### src/rtl/debug_bus_master.sv
// Debug bus initiator driven by SPI command frames: assembles read/write frames,
// issues a single-cycle strobe on the 32-bit debug bus and streams the response bytes back.
module debug_bus_master #(
  parameter int unsigned TIMEOUT_CYCLES = 1000,
  parameter logic [7:0]  ACK_BYTE       = 8'hAC,
  parameter logic [7:0]  ERR_BYTE       = 8'hEE
) (
  input  logic        clk,
  input  logic        rst,
  input  logic [7:0]  rx_data,
  input  logic        rx_valid,
  output logic [7:0]  tx_data,
  output logic        tx_valid,
  input  logic        tx_ready,
  output logic [31:0] debug_addr,
  output logic [31:0] debug_write_data,
  output logic        debug_read,
  output logic        debug_write,
  input  logic [31:0] debug_read_data,
  output logic        busy,
  output logic        err_cmd,
  output logic        err_timeout,
  output logic        rx_overrun
);

  typedef enum logic [2:0] {
    S_IDLE  = 3'd0,
    S_ADDR  = 3'd1,
    S_WDATA = 3'd2,
    S_ISSUE = 3'd3,
    S_RESP  = 3'd4
  } state_t;

  localparam logic [7:0]  CMD_READ  = 8'h01;
  localparam logic [7:0]  CMD_WRITE = 8'h02;
  // Abort is taken on the edge where the idle count would reach TIMEOUT_CYCLES.
  localparam logic [15:0] TMO_LAST  = 16'(TIMEOUT_CYCLES - 1);

  state_t      state_r;
  logic        op_write_r;
  logic [1:0]  byte_cnt_r;
  logic [15:0] tmo_cnt_r;
  logic [31:0] resp_r;
  logic [2:0]  resp_cnt_r;
  logic [31:0] addr_r;
  logic [31:0] wdata_r;
  logic        read_r;
  logic        write_r;
  logic [7:0]  tx_data_r;
  logic        tx_valid_r;
  logic        busy_r;
  logic        err_cmd_r;
  logic        err_timeout_r;
  logic        rx_overrun_r;

  assign tx_data          = tx_data_r;
  assign tx_valid         = tx_valid_r;
  assign debug_addr       = addr_r;
  assign debug_write_data = wdata_r;
  assign debug_read       = read_r;
  assign debug_write      = write_r;
  assign busy             = busy_r;
  assign err_cmd          = err_cmd_r;
  assign err_timeout      = err_timeout_r;
  assign rx_overrun       = rx_overrun_r;

  // Frame sequencer with all outputs registered.
  always_ff @(posedge clk or negedge rst) begin
    if (!rst) begin
      state_r       <= S_IDLE;
      op_write_r    <= 1'b0;
      byte_cnt_r    <= 2'd0;
      tmo_cnt_r     <= 16'd0;
      resp_r        <= 32'd0;
      resp_cnt_r    <= 3'd0;
      addr_r        <= 32'd0;
      wdata_r       <= 32'd0;
      read_r        <= 1'b0;
      write_r       <= 1'b0;
      tx_data_r     <= 8'd0;
      tx_valid_r    <= 1'b0;
      busy_r        <= 1'b0;
      err_cmd_r     <= 1'b0;
      err_timeout_r <= 1'b0;
      rx_overrun_r  <= 1'b0;
    end else begin
      read_r        <= 1'b0;
      write_r       <= 1'b0;
      err_cmd_r     <= 1'b0;
      err_timeout_r <= 1'b0;
      rx_overrun_r  <= 1'b0;
      case (state_r)
        S_IDLE: begin
          tmo_cnt_r <= 16'd0;
          if (rx_valid) begin
            busy_r <= 1'b1;
            if ((rx_data == CMD_READ) || (rx_data == CMD_WRITE)) begin
              op_write_r <= (rx_data == CMD_WRITE);
              byte_cnt_r <= 2'd0;
              state_r    <= S_ADDR;
            end else begin
              err_cmd_r  <= 1'b1;
              tx_data_r  <= ERR_BYTE;
              resp_r     <= 32'd0;
              resp_cnt_r <= 3'd1;
              tx_valid_r <= 1'b1;
              state_r    <= S_RESP;
            end
          end else begin
            busy_r <= 1'b0;
          end
        end

        S_ADDR, S_WDATA: begin
          if (rx_valid) begin
            tmo_cnt_r  <= 16'd0;
            byte_cnt_r <= byte_cnt_r + 2'd1;
            if (state_r == S_ADDR) begin
              addr_r <= {addr_r[23:0], rx_data};
            end else begin
              wdata_r <= {wdata_r[23:0], rx_data};
            end
            // byte_cnt wraps to 0 on the 4th byte, ready for the data phase.
            if (byte_cnt_r == 2'd3) begin
              if ((state_r == S_ADDR) && op_write_r) begin
                state_r <= S_WDATA;
              end else begin
                state_r <= S_ISSUE;
                read_r  <= ~op_write_r;
                write_r <= op_write_r;
              end
            end else begin
              state_r <= state_r;
            end
          end else if (tmo_cnt_r == TMO_LAST) begin
            tmo_cnt_r     <= 16'd0;
            err_timeout_r <= 1'b1;
            busy_r        <= 1'b0;
            state_r       <= S_IDLE;
          end else begin
            tmo_cnt_r <= tmo_cnt_r + 16'd1;
          end
        end

        S_ISSUE: begin
          tmo_cnt_r    <= 16'd0;
          rx_overrun_r <= rx_valid;
          tx_valid_r   <= 1'b1;
          state_r      <= S_RESP;
          if (op_write_r) begin
            tx_data_r  <= ACK_BYTE;
            resp_r     <= 32'd0;
            resp_cnt_r <= 3'd1;
          end else begin
            tx_data_r  <= debug_read_data[31:24];
            resp_r     <= {debug_read_data[23:0], 8'd0};
            resp_cnt_r <= 3'd4;
          end
        end

        S_RESP: begin
          tmo_cnt_r    <= 16'd0;
          rx_overrun_r <= rx_valid;
          if (tx_ready) begin
            tx_data_r  <= resp_r[31:24];
            resp_r     <= {resp_r[23:0], 8'd0};
            resp_cnt_r <= resp_cnt_r - 3'd1;
            if (resp_cnt_r == 3'd1) begin
              tx_valid_r <= 1'b0;
              busy_r     <= 1'b0;
              state_r    <= S_IDLE;
            end else begin
              state_r <= S_RESP;
            end
          end else begin
            state_r <= S_RESP;
          end
        end

        default: begin
          tmo_cnt_r  <= 16'd0;
          tx_valid_r <= 1'b0;
          busy_r     <= 1'b0;
          state_r    <= S_IDLE;
        end
      endcase
    end
  end

endmodule

### config.mk
export PLATFORM = sky130hd
export DESIGN_NAME = debug_bus_master
export DESIGN_NICKNAME = d
export VERILOG_FILES = /design/src/rtl/debug_bus_master.sv
export SDC_FILE = /design/constraint.sdc
export NUM_CORES = 1
export LEC_CHECK = 0
export CORE_ASPECT_RATIO = 1.2
export CORE_MARGIN = 2
export CORE_UTILIZATION = 46
export DETAILED_ROUTE_END_ITERATION = 8
export PLACE_DENSITY = 0.79
export REMOVE_ABC_BUFFERS = 1
export SLEW_MARGIN = 30
export SYNTH_ARGS = -nofsm -noshare
export SYNTH_HDL_FRONTEND = slang
export SYNTH_SLANG_ARGS = --single-unit
export TNS_END_PERCENT = 20
### constraint.sdc
create_clock -name clk -period 1.9 [get_ports clk]
set_input_delay 0.38 -clock clk [delete_from_list [all_inputs] [get_ports clk]]
set_output_delay 0.38 -clock clk [all_outputs]
set_load 0.005 [all_outputs]
## Yosys cells after proc, flatten, opt, wreduce, memory -nomap -nowiden

Index checks and enable logic that the tools add are counted.

- Logic and storage cells: 112
- Output and inout port bits: 79
- Flip-flop bits (word level): 136

- Bitwise gates (word level): 4
- Mux-type cells: 55
- Reductions and logical operators: 15
- $add $sub $neg: 3
- Equality and inequality tests: 19

Operators by type and width:

| operator | number |
|---|---|
| two-way mux 32 bit | 4 |
| one-hot mux 32 bit (3 select lines) | 1 |
| two-way mux 16 bit | 3 |
| two-way mux 3 bit | 11 |
| two-way mux 8 bit | 4 |
| one-hot mux 8 bit (3 select lines) | 1 |
| two-way mux 1 bit | 23 |
| adder 16 x 1 -> 16 bit (second input constant) | 1 |
| == test 16 x 10 -> 1 bit (second input constant) | 1 |
| != test 2 bit (second input constant) | 8 |
| one-hot mux 3 bit (4 select lines) | 1 |
| AND reduction 3 bit | 4 |
| AND reduction 5 bit | 2 |
| one-hot mux 3 bit (3 select lines) | 1 |
| == test 8 x 1 -> 1 bit (second input constant) | 1 |
| == test 8 x 2 -> 1 bit (second input constant) | 1 |
| one-hot mux 1 bit (4 select lines) | 2 |
| AND reduction 4 bit | 2 |
| == test 3 x 1 -> 1 bit (second input constant) | 2 |
| == test 3 x 2 -> 1 bit (second input constant) | 2 |
| two-way mux 2 bit | 3 |
| != test 3 bit (second input constant) | 2 |
| inverter 1 bit | 4 |
| one-hot mux 2 bit (2 select lines) | 1 |
| other kinds (10) | 11 |

## Longest topological paths before layout

- Depth after elaboration: 6
- Gate-level depth with buffers: 7
- Mapped depth without buffers: 6

## Worst setup path before layout

No wires, ideal clock.

- Kind: reg2reg
- Start: register tmo_cnt_r[0]
- End: register tmo_cnt_r[13]
- Path slack: 0.011 ns
- Period minus slack after synthesis: 1.889 ns
- Path buffers: 2
- Data arrival time: 1.771 ns
- Data required time: 1.781 ns
- Library setup time: 0.119 ns
- Stages on the path, launching flop included: 8
- Cells stage by stage: dfrtp_1 ha_1 or4bb_1 nor4_4 or2_1 buf_6 buf_8 nor2_1

- Cells in the longest elaborated chain, start to end: 4
- Elaborated cells between the ends (all ways): 5
- Those cells by class: add/sub: 1; eq/ne: 1; mux: 3

RTL lines:

| element | line | source |
|---|---|---|
| from (decl) | 42 | `logic [15:0] tmo_cnt_r;` |
| from (signal assigned) | 141 | `tmo_cnt_r <= tmo_cnt_r + 16'd1;` |
| adder 16 x 1 -> 16 bit / == test 16 x 10 -> 1 bit (equally long branches) | 141, 135 |  |
| two-way mux 16 bit * | 135 | `end else if (tmo_cnt_r == TMO_LAST) begin` |
| two-way mux 16 bit * | 115 | `if (rx_valid) begin` |
| two-way mux 16 bit * | 92 | `case (state_r)` |

Mark *: on every way between the ends. The rest lies on a longest branch, timed or not.
A chain may end at the register's enable or synchronous reset.

## Worst setup path in the final report

- Start: register tmo_cnt_r[0]
- End: register state_r[0]

- Cells in the longest elaborated chain, start to end: 3

RTL lines:

| element | line | source |
|---|---|---|
| == test 16 x 10 -> 1 bit | 135 |  |
| != test 3 bit (no source line) | n/a |  |
| AND reduction 3 bit (no source line) | n/a |  |
| to (signal assigned) | 133 | `state_r <= state_r;` |
| to (decl) | 39 | `state_t state_r;` |

Every way passes these cells.

==> results.txt <==
The number of cells in the design after placement was 736; the leakage component of the power was 0.00357 µW. After detailed routing, the average wire length per cell comes to 17.6 µm. The kind of critical path is reg2reg. The run finished with clean final reports. For the finished layout, the period the worst path requires is 1890 ps. Via count of the first global-routing pass: 4319. Entering global routing, the biggest net connects 62 pins. Counting every instance in the synthesized netlist gives 433. For this block, the routed nets add up to 13600 µm of wire. The ratio of routed vias to standard cells is 5.45, and the final-report max-slew violation count is 0.

For the CTS H-tree depth, the log shows 4. The buffers plus inverters on the worst setup path works out to 1. The routed layout has 4193 vias. The number of flip-flops and latches in the synthesized netlist is 128.

TritonCTS built the clock tree. The clock transition at the register clock pins on the worst setup and hold paths after CTS works out to 60 ps. For the pin with the worst max-slew slack, the measured transition is 380 ps. Global routing consumed, on the met3 layer, 5.97% of the routing resources. The latest clock arrival within the worst-skew pair was 420 ps; the share of the synthesized area in compound gates (AO/OA/AOI/OAI) was 11.0%. Setup repair after global routing could not meet its margin everywhere. The worst-case headroom to the max-slew limit is 74.6%, and the die footprint is 12900 µm². The portion of synthesized cell area occupied by the leading cell type came out at 58.1%. For the max capacitance violation total, the log shows 0. The clock net in this run drives a total of 128 sinks. By area the synthesized netlist is led by sky130_fd_sc_hd__dfrtp_1 58%, sky130_fd_sc_hd__mux2_2 14%, sky130_fd_sc_hd__a22oi_1 2.3%, sky130_fd_sc_hd__a21oi_1 2.1%, sky130_fd_sc_hd__a31oi_1 1.9%.

Global routing used 37.3% of the available met2 tracks. The detailed-router iteration count before antenna repair is 5. Number of unique standard cell types used by synthesis: 55. met2 is the most crowded layer. Commonest register cell after synthesis: sky130_fd_sc_hd__dfrtp_1.

The fraction of the mapped netlist area in simple logic gates is 9.22%, and the cell area after synthesis is 5510 µm². On the critical path, the stage with the largest delay is an instance of sky130_fd_sc_hd__or4bb_1. The main combinational cell family by area after synthesis was multiplexers. On the critical path the largest part of the delay comes from simple AND/OR/NAND/NOR gates. The run gives 0 as the count of final hold-check violations.

0 antenna diodes ended up in the layout. The logs give 7880 µm² for the post-layout instance area and 58.1% for the sequential-to-total area share from yosys stat. Summing internal, switching and leakage power gives 8270 µW. The count of nets after finishing came out at 647. In this run the horizontal extent of the chip is 104 µm. The startpoint identified for the worst register-to-register timing path is tmo_cnt_r[0]. Summing all flip-flop and latch instances after layout gives 3200 µm². The logs give 21900 µm for the global-route wire length before repair and 0 for the number of warnings printed during yosys synthesis.

The number of antenna violations at the first check in global routing is 0, and the number of buffers inserted to repair setup after CTS is 0. The floorplan has 43 rows. At the worst endpoint, the required time is 2210 ps.

Post-synthesis cell type with the largest combined area: sky130_fd_sc_hd__dfrtp_1. STA classifies the critical path endpoint as a register. Cell area power density: 1050 nW/µm².

The worst setup path startpoint is tmo_cnt_r[0]. The logs give 2150 µm² for the footprint of the multi-input gates and 2200 ps for the arrival time at the worst endpoint. The area added between synthesis and finish was 43.1%; the total DRC errors in the routed layout was 0. The fraction of layout cells with a size suffix above 1 was 26.0%; the global placement routability congestion was 0.859.

No sink is reached through more buffers than the 2 on the longest clock path. The die is 124 µm tall. The core region is 11600 µm².

Counting the buffers created by CTS gives 17. The initial utilization of the core area, before any placement, comes to 47.4%. STA classifies the critical path startpoint as a register. For this run, the top clock speed supported by timing is 529 MHz.

After detailed placement, the total cell area comes to 7250 µm². Global routing used 22.0% of the available tracks across all layers. The count of input and output buffers is 122, and the final cell count without fillers is 769. After synthesis, the mean cell area works out to 12.7 µm². Setup violations remaining at the end of the flow were counted as 0.

For this run, asynchronously set or reset flops after synthesis account for 100%. For this run, the share of the core covered by cells in the final layout is 67.8%. The run gives 26.4% as the fraction of met1 tracks used by global routing. Of the total synthesized cell area, the portion taken by full adders, half adders and majority gates is 0.908%. The logs give 0.722 mV for the largest voltage drop on the vdd net and 9.18 ps for the smallest setup slack after layout.

The synthesized design contains 0 enable-type register cells. At the placement stage, the worst setup path has a slack of -318 ps. The total I/O pin count is 123, and the maximum fanout count along the critical path is 3. In this run the worst hold path is classified as in2async. The count of nets left with antenna violations once routing finished came out at 0.

Measured against the total synthesized area, the mux share comes to 15.1%. The root buffer cell chosen for the clock tree is sky130_fd_sc_hd__clkbuf_16. The longest individual stage delay on the worst path works out to 530 ps.

The post-route fraction of the period consumed by the critical path is 99.5%. The post-synthesis xor/xnor area fraction is 2.23%, and the residual overflow from global routing is 0. The run gives 880 as the number of filler instances in the final layout. Walking the worst path, the cells encountered are ha_1, or4bb_1, nor4_4, buf_4, o211ai_1, a32o_1. The estimated wirelength of the detail-placed design was 9220 µm.

Clock skew on the completed layout was measured at 5.46 ps. The detailed router finished its first iteration with 212 violations.
[metrics by stage]
stage / hold slack [ps] / setup TNS (ps)
after floorplan: 84.4 / -64780
after global placement: 306 / -23420
after detailed placement: 315 / -25800
after CTS: 410 / 0
after global routing: 433 / -195
final: 412 / 0
[path summary, 6_finish.rpt]
path / to / slack [ps] / cells after the start
worst max-delay path: state_r[0] / 9 / 6
worst min-delay path: debug_addr[4] / 410 / 2
worst max register to register: state_r[0] / 9 / 6
worst min register to register: byte_cnt_r[0] / 500 / 1
max in group asynchronous: tmo_cnt_r[15] / 850 / 3
min in group clk: byte_cnt_r[0] / 500 / 1
[synth_stat cells (all sizes together), types with 3 or more instances]
library cell	n
mux2	67
xnor2	5
nand2	9
a22oi	17
dfrtp	128
a21oi	23
o21ai	4
a31oi	17
mux2i	8
nor3	4
nand3b	3
ha	4
nor2b	3
nor3b	6
and3	4
or2	3
nor2	19
o22ai	7
nand4	7
nand3	10
inv	15
clkbuf	5
xor2	9
nor4	4
buf	18
a22o	11
[cells by family (layout without fill, tap and decap cells)]
logic type | Yosys count | after routing
flip-flops | 128 | 128
AO/OA/AOI/OAI | 90 | 90
XOR/XNOR | 14 | 14
AND/OR/NAND/NOR | 84 | 84
buffers and inverters | 38 | 217
multiplexers | 75 | 75
adder cells (fa/ha/maj) | 4 | 4
[state kept, by name, summed over array words and instances, names as in the netlist]
name	flops
debug_addr	32
debug_write_data	32
resp_r	24
tmo_cnt_r	16
tx_data	8
resp_cnt_r	3
state_r	3
byte_cnt_r	2
busy	1
debug_read	1
debug_write	1
err_cmd	1
err_timeout	1
op_write_r	1
rx_overrun	1
tx_valid	1
[cell usage in the layout, fill, tap and decap left out, types with 4 or more instances in the layout]
cell type / n
sky130_fd_sc_hd__clkbuf_16: 17
sky130_fd_sc_hd__o21ai_0: 4
sky130_fd_sc_hd__clkdlybuf4s50_1: 121
sky130_fd_sc_hd__a31oi_1: 17
sky130_fd_sc_hd__nand4_1: 7
sky130_fd_sc_hd__buf_4: 41
sky130_fd_sc_hd__a21oi_1: 23
sky130_fd_sc_hd__nor2_1: 18
sky130_fd_sc_hd__o22ai_1: 7
sky130_fd_sc_hd__clkinv_2: 6
sky130_fd_sc_hd__ha_1: 4
sky130_fd_sc_hd__mux2_2: 67
sky130_fd_sc_hd__xor2_1: 9
sky130_fd_sc_hd__a22oi_1: 17
sky130_fd_sc_hd__nand3_1: 10
sky130_fd_sc_hd__inv_1: 15
sky130_fd_sc_hd__a22o_1: 11
sky130_fd_sc_hd__clkbuf_8: 4
sky130_fd_sc_hd__nor3_1: 4
sky130_fd_sc_hd__and3_1: 4
sky130_fd_sc_hd__nand2_1: 8
sky130_fd_sc_hd__xnor2_1: 5
sky130_fd_sc_hd__dfrtp_1: 128
sky130_fd_sc_hd__mux2i_1: 8
sky130_fd_sc_hd__buf_12: 6
[power breakdown]
group,total (µW),switching (µW),internal [µW]
combinational,1630,768,861
clock,3360,1170,2180
sequential,3290,228,3060
[layer usage]
layer	routed length, µm	share of wire [%]
met5	0	0
met4	309	2.3
met3	726	5.4
met2	7090	52
met1	5430	40
[final cells by class]
type	count	area share, %
inverters	15	0.714
clock buffers	21	6.09
flip-flops and latches	128	40.6
multi-input cells	267	27.3
clock inverters	11	1.71
well taps	157	2.49
repair buffers	170	21.1
[timing repair]
item | 4_1_cts | 5_1_grt
hold endpoints to repair | 23 | 0
hold buffers | 1 | 0
resized for setup | 0 | 2
setup endpoints to repair | 0 | 25
Note: power is estimated with default switching activity, not from simulation.
